**src/rtl/spi_stream_master.sv**
```systemverilog
// spi_stream_master: FIFO-fed SPI transmit master.
// Each frame is {CMD, fifo word}, shifted out MSB first. SCLK comes from a
// programmable divider, and all four CPOL/CPHA modes are supported.
//
// Upstream handshake: in IDLE the block pops only when enable is high and
// fifo_empty is low. fifo_rd_en is a single-cycle strobe in FETCH. The FIFO
// presents the word one cycle later, and LOAD captures it. fifo_empty is not
// looked at in any other state.
module spi_stream_master #(
  parameter int               DATA_W  = 9,
  parameter int               CMD_W   = 4,
  parameter logic [CMD_W-1:0] CMD     = 4'b1010,
  parameter int               CLK_DIV = 2,
  parameter bit               CPOL    = 1'b0,
  parameter bit               CPHA    = 1'b0,
  parameter int               CS_GAP  = 2
) (
  input  logic              clk,
  input  logic              reset,
  input  logic              enable,
  input  logic              fifo_empty,
  input  logic [DATA_W-1:0] fifo_data,
  output logic              fifo_rd_en,
  output logic              sclk,
  output logic              mosi,
  output logic              cs_n,
  output logic              busy,
  output logic              frame_done,
  output logic [2:0]        dbg_state
);

  localparam int N     = CMD_W + DATA_W;
  localparam int CNT_W = $clog2(2 * N + 1);
  localparam int DIV_W = (CLK_DIV > 1) ? $clog2(CLK_DIV) : 1;
  localparam int GAP_W = (CS_GAP > 0) ? $clog2(CS_GAP + 1) : 1;

  localparam logic [DIV_W-1:0] DIV_LAST  = DIV_W'(CLK_DIV - 1);
  localparam logic [CNT_W-1:0] EDGE_LAST = CNT_W'(2 * N - 1);
  localparam logic [GAP_W-1:0] GAP_LAST  = GAP_W'((CS_GAP > 0) ? CS_GAP - 1 : 0);

  typedef enum logic [2:0] {
    S_IDLE  = 3'd0,
    S_FETCH = 3'd1,
    S_LOAD  = 3'd2,
    S_SHIFT = 3'd3,
    S_TRAIL = 3'd4,
    S_GAP   = 3'd5
  } state_t;

  state_t           r_state;
  state_t           w_next;
  logic [N-1:0]     r_shift;
  logic [DIV_W-1:0] r_div;
  logic [CNT_W-1:0] r_edge;
  logic [GAP_W-1:0] r_gap;
  logic             r_sclk;
  logic             r_mosi;
  logic             r_cs_n;
  logic             r_done;

  logic [N-1:0]     w_frame;
  logic             w_tick;
  logic             w_last_edge;
  logic             w_leading;
  logic             w_advance;

  assign w_frame     = {CMD, fifo_data};
  assign w_tick      = (r_div == DIV_LAST);
  assign w_last_edge = (r_edge == EDGE_LAST);
  // Odd-numbered toggles (edge count still even) move SCLK away from CPOL.
  assign w_leading   = ~r_edge[0];
  // CPHA=0 shifts on trailing edges except the last one.
  // CPHA=1 shifts on every leading edge.
  assign w_advance   = CPHA ? w_leading : (~w_leading & ~w_last_edge);

  // State register.
  always_ff @(posedge clk) begin
    if (reset) r_state <= S_IDLE;
    else       r_state <= w_next;
  end

  // Next-state decode.
  always_comb begin
    w_next = r_state;
    case (r_state)
      S_IDLE:  if (enable && !fifo_empty) w_next = S_FETCH;
      S_FETCH: w_next = S_LOAD;
      S_LOAD:  w_next = S_SHIFT;
      S_SHIFT: if (w_tick && w_last_edge) w_next = S_TRAIL;
      S_TRAIL: if (w_tick) w_next = (CS_GAP > 0) ? S_GAP : S_IDLE;
      S_GAP:   if (r_gap == GAP_LAST) w_next = S_IDLE;
      default: w_next = S_IDLE;
    endcase
  end

  // State-decoded outputs.
  always_comb begin
    fifo_rd_en = (r_state == S_FETCH);
    busy       = (r_state != S_IDLE);
    dbg_state  = r_state;
  end

  // Serial datapath: divider, edge counter, shift register and registered pins.
  always_ff @(posedge clk) begin
    if (reset) begin
      r_sclk  <= CPOL;
      r_mosi  <= 1'b0;
      r_cs_n  <= 1'b1;
      r_done  <= 1'b0;
      r_div   <= '0;
      r_edge  <= '0;
      r_gap   <= '0;
      r_shift <= '0;
    end else begin
      r_done <= 1'b0;
      case (r_state)
        S_LOAD: begin
          r_cs_n <= 1'b0;
          r_div  <= '0;
          r_edge <= '0;
          if (!CPHA) begin
            r_mosi  <= w_frame[N-1];
            r_shift <= w_frame << 1;
          end else begin
            r_mosi  <= 1'b0;
            r_shift <= w_frame;
          end
        end
        S_SHIFT: begin
          if (w_tick) begin
            r_div  <= '0;
            r_sclk <= ~r_sclk;
            r_edge <= r_edge + 1'b1;
            if (w_advance) begin
              r_mosi  <= r_shift[N-1];
              r_shift <= r_shift << 1;
            end
          end else begin
            r_div <= r_div + 1'b1;
          end
        end
        S_TRAIL: begin
          if (w_tick) begin
            r_div  <= '0;
            r_cs_n <= 1'b1;
            r_mosi <= 1'b0;
            r_done <= 1'b1;
            r_gap  <= '0;
          end else begin
            r_div <= r_div + 1'b1;
          end
        end
        S_GAP: r_gap <= r_gap + 1'b1;
        default: ;
      endcase
    end
  end

  assign sclk       = r_sclk;
  assign mosi       = r_mosi;
  assign cs_n       = r_cs_n;
  assign frame_done = r_done;

endmodule
```
**config.mk**
```make
export PLATFORM = sky130hd
export DESIGN_NAME = spi_stream_master
export DESIGN_NICKNAME = d
export VERILOG_FILES = /design/src/rtl/spi_stream_master.sv
export SDC_FILE = /design/constraint.sdc
export NUM_CORES = 1
export LEC_CHECK = 0
export CORE_MARGIN = 3
export CORE_UTILIZATION = 50
export CTS_CLUSTER_DIAMETER = 50
export DETAILED_ROUTE_END_ITERATION = 6
export PLACE_DENSITY_LB_ADDON = 0.25
export SYNTH_ARGS = -nofsm -noshare
export SYNTH_HDL_FRONTEND = slang
export SYNTH_SLANG_ARGS = --single-unit
```
**constraint.sdc**
```tcl
create_clock -name clk -period 4.55 [get_ports clk]
set_clock_uncertainty 0.1 [all_clocks]
set_input_delay 0.91 -clock clk [delete_from_list [all_inputs] [get_ports clk]]
set_output_delay 0.91 -clock clk [all_outputs]
set_load 0.05 [all_outputs]
```
### Yosys cells after proc, flatten, opt, wreduce, memory -nomap -nowiden

Cells that the tools add are included.

| word-level totals | value |
|---|---|
| word-level logic and storage cells | 69 |
| register bits after elaboration | 28 |
| output and inout port bits | 9 |
| input port bits | 13 |

| operators by class | value |
|---|---|
| reductions and logical operators | 19 |
| bitwise operators | 4 |
| add/subtract/negate cells | 3 |
| equal/unequal tests | 13 |
| muxes and demuxes | 21 |

Operators with widths:

| operator | number |
|---|---|
| $mux 13 | 2 |
| $pmux 13 s2 | 1 |
| $pmux 3 s6 | 1 |
| $mux 3 | 4 |
| $ne 2x2->1 const B | 6 |
| $pmux 5 s2 | 1 |
| $reduce_and 2->1 | 4 |
| $reduce_and 4->1 | 2 |
| $reduce_bool 2->1 | 4 |
| $eq 3x2->1 const B | 2 |
| $eq 3x3->1 const B | 2 |
| $mux 1 | 6 |
| $reduce_bool 3->1 | 2 |
| $add 5x1->5 const B | 1 |
| $eq 5x5->1 const B | 1 |
| $mux 5 | 1 |
| $pmux 1 s2 | 2 |
| $pmux 2 s2 | 1 |
| $reduce_or 2->1 | 2 |
| $eq 3x1->1 const B | 1 |
| $logic_not 3->1 | 1 |
| $not 1->1 | 3 |
| $pmux 1 s3 | 1 |
| $reduce_and 3->1 | 1 |
| other kinds (7) | 8 |

### Longest topological paths before layout

| depth | value |
|---|---|
| depth after elaboration | 6 |
| mapped depth | 8 |
| mapped depth without buffers | 6 |

### Worst setup path before layout

No wires, ideal clock.

| path | value |
|---|---|
| kind | register -> output |
| start point | register r_state[0] (netlist: dbg_state[0]) |
| end point | output fifo_rd_en |
| path slack | 1.237 ns |
| data required time | 3.540 ns |
| path buffers | 2 |
| stages on the path, launching flop included | 4 |
| arrival | 2.303 ns |
| cell sequence | dfxtp_1 > buf_2 > clkbuf_1 > nor3b_1 |

| on the way | value |
|---|---|
| cells in the longest elaborated chain, start to end | 1 |

RTL lines:

| element | RTL line | RTL |
|---|---|---|
| from (decl) | 50 | `state_t r_state;` |
| from (signal assigned) | 79 | `else r_state <= w_next;` |
| $eq 3x1->1 | 98 | `fifo_rd_en = (r_state == S_FETCH);` |
| to (decl) | 23 | `output logic fifo_rd_en,` |

Every way passes these cells.

### Worst setup path in the final report

| path | value |
|---|---|
| start point | register r_state[2] (netlist: dbg_state[2]) |
| end point | output busy |

| on the way | value |
|---|---|
| cells in the longest elaborated chain, start to end | 1 |

RTL lines:

| element | RTL line | RTL |
|---|---|---|
| $reduce_bool 3->1 | 99 | `busy = (r_state != S_IDLE);` |
| to (decl) | 27 | `output logic busy,` |

Every way passes these cells.

==> out/metrics.csv <==
metric,value,unit
status,"finished, final reports clean",
number of iterations in the first detailed-routing pass,4,
DRC,0,
Critical-path top delay cell,clkdlybuf4s50_1,
clock latency on the worst-skew pair,0.34,ns
synthesized area,1399,um2
endpoints failing hold,0,
CP Cell Sequence,or3_1 > clkdlybuf4s50_1,
Rel. slew slack,25.23,%
WP data arrival,2.04,ns
hold buffers post-CTS,0,
Longest Clk Path Bufs,2,
setup TNS,0,ns
Tot Pwr,526.7,uW
Reg area,540.5,um2
WL/cell,14.32,um
multiplexer share of the synthesized area,6.440,%
Peak VDD IR,0.2171,mV
CTS tree,done,
GRT overflow,0,
# setup viols final,0,
"area leader, netlist",dfxtp_1,
adder-cell share of the synthesized area,2.683,%
Hold WC Path Type,reg2reg,
CP top delay family,buffers and inverters,
post-cts resize count,0,
die width,58.90,um
vias,1177,
Synth async-reset ratio,0,%
Final Critical Period,3.051,ns
Setup Slack @ Placement,1.845,ns
GRT Total Usage,18.33,%
post-route antenna net violation count,0,
I/O pin count,22,
placer congestion estimate,0.7953,
RSZ-0062 raised after global routing,false,
syn_nets,174,
fmax,0.3278,GHz
fraction of final layout cells sized beyond drive strength 1,8.824,%
# rows,18,
critical path class,reg2out,
Yosys cell types,34,
"Worst Setup Slack, final",1.499,ns
Starting Density,54.48,%
Post CTS Setup Buffer Count,0,
core area,2567,um2
leak pwr,0.5500,nW
Syn Inst Count,158,
Area Overhead vs Synth,14.04,%
P per Cell Area,330.2,nW/um2
CTS Buf Count,3,
number of synthesized flops with an enable pin,0,
Slew @ Worst Pin,1.118,ns
full die area,3469,um2
top-area cell type share of the netlist area,38.64,%
synth top area cells,"dfxtp_1 (39%), a211oi_2 (7.2%), mux2i_1 (6.4%), nor2_1 (5.6%), a21oi_1 (3.9%)",
Yosys reg bits,27,
Root Driver,clkbuf_4,
FILL cells,227,
DR vias/cell,5.885,
combinational family with the most area after synthesis,simple AND/OR/NAND/NOR gates,
Crit. End Element,primary output,
CP Max Fanout,19,
post-synthesis compound-gate area fraction,19.68,%
largest net degree at the start of global routing,29,
max cap viols,0,
period utilization,67.05,%
Iter 0 DRT Violations,42,
port bufs,21,
XOR/XNOR Fraction of Synth Area,1.252,%
register area share after synthesis,38.64,%
first-pass GRT wire length,5002,um
Syn Area/Cell,8.853,um2
yosys warns,0,
Crit path largest cell delay,0.80,ns
Final Net Count,187,
number of global-route vias before repair,1173,
initial antenna violation count,0,
routed wire length,2864,um
Inserted Diodes,0,
"Reg clk slew, reported paths",0.16,ns
Simple-Gate Fraction of Synth Area,23.79,%
Critical Path Source Type,flop,
crit path buf inv count,1,
dpl hpwl,1990,um
footprint of the multi-input gates,753.2,um2
Sink Count,27,
Max H-tree Level,1,
chip height,58.90,um
top_reg_cell synth,dfxtp_1,
FF-to-FF setup slack,2.46,ns
count of pins over their slew limit,0,
Critical Path RT,3.54,ns
[path summary, 6_finish.rpt]
check / depth (start not counted) / end / from
worst min register to register: 2 / r_gap[1] / r_gap[1]
worst max register to register: 4 / r_shift[5] / r_div
worst min-delay path: 2 / r_gap[1] / r_gap[1]
worst max-delay path: 2 / busy / dbg_state[2]
[cells by family after synthesis]
logic type	after synthesis
compound gates	36
mux	9
xor+xnor	2
fa+ha+maj	3
flops	27
simple gates	63
buf+inv	18
[synth_stat cells (all sizes together), types with 3 or more instances]
cell type and instances:
dfxtp 27, nor2 23, a21oi 11, nand2 11, a211oi 9, mux2i 9, buf 8, clkbuf 6
nor3b 6, o21ai 6, nor3 5, a21o 4, a32oi 4, inv 4, ha 3, nand3b 3
[tightest hold or removal path: cells and delay by family (launching register included)]
family | cells | cell delay [ns]
flip-flops | 1 | 0.34
AO/OA/AOI/OAI | 1 | 0.06
AND/OR/NAND/NOR | 1 | 0.05
[per-layer routing]
layer | wire, um | vias to the layer above | GRT usage, %
met1 | 1311 | 552 | 21.98
met3 | 149 | 5 | 3.947
li1 | - | 587 | -
met4 | 46 | 0 | 8.414
met2 | 1356 | 33 | 31.07
met5 | 0 | - | 0
[metrics by stage]
| step | hold slack, ns | utilization, % | instances | instance area, um2 |
|---|---|---|---|---|
| CTS | 0.3849 | 62.13 | 200 | 1595 |
| floorplan | 0.3319 | - | 158 | 1399 |
| finish | 0.3840 | 62.13 | 200 | 1595 |
| global route | 0.3918 | 62.13 | 200 | 1595 |
| detailed placement | 0.3635 | 60.92 | 196 | 1564 |
| global placement | 0.3378 | 60.92 | 196 | 1564 |
[registers in the layout, summed over array words and instances, names as in the netlist]
| register | cells |
|---|---|
| cs_n | 1 |
| r_edge | 5 |
| dbg_state | 3 |
| mosi | 1 |
| sclk | 1 |
| frame_done | 1 |
| r_div | 1 |
| r_gap | 2 |
| r_shift | 12 |
[cell type report]
class / count / share of cell area, %
Tap cell: 30 / 2.353
Clock buffer: 3 / 1.412
Multi-Input combinational cell: 113 / 47.22
Timing Repair Buffer: 22 / 13.65
Clock inverter: 1 / 0.5490
Inverter: 4 / 0.9412
Sequential cell: 27 / 33.88
[where the power goes]
group / internal [mW] / switching, mW / leakage (nW)
clock network: 0.0359 / 0.0768 / 0.0183
registers: 0.253 / 0.0146 / 0.220
logic: 0.0582 / 0.0883 / 0.312
[cells in the final DEF (no fill, tap or decap), types with 3 or more instances in the layout]
master	n
a211oi_2	8
a21o_1	4
a21oi_1	11
a32oi_1	4
clkbuf_4	3
clkdlybuf4s50_1	21
dfxtp_1	27
ha_1	3
inv_1	4
mux2i_1	9
nand2_1	11
nand3b_1	3
nor2_1	21
nor3_1	5
nor3b_1	6
o21ai_0	6
Power figures use the tool's default switching activity.
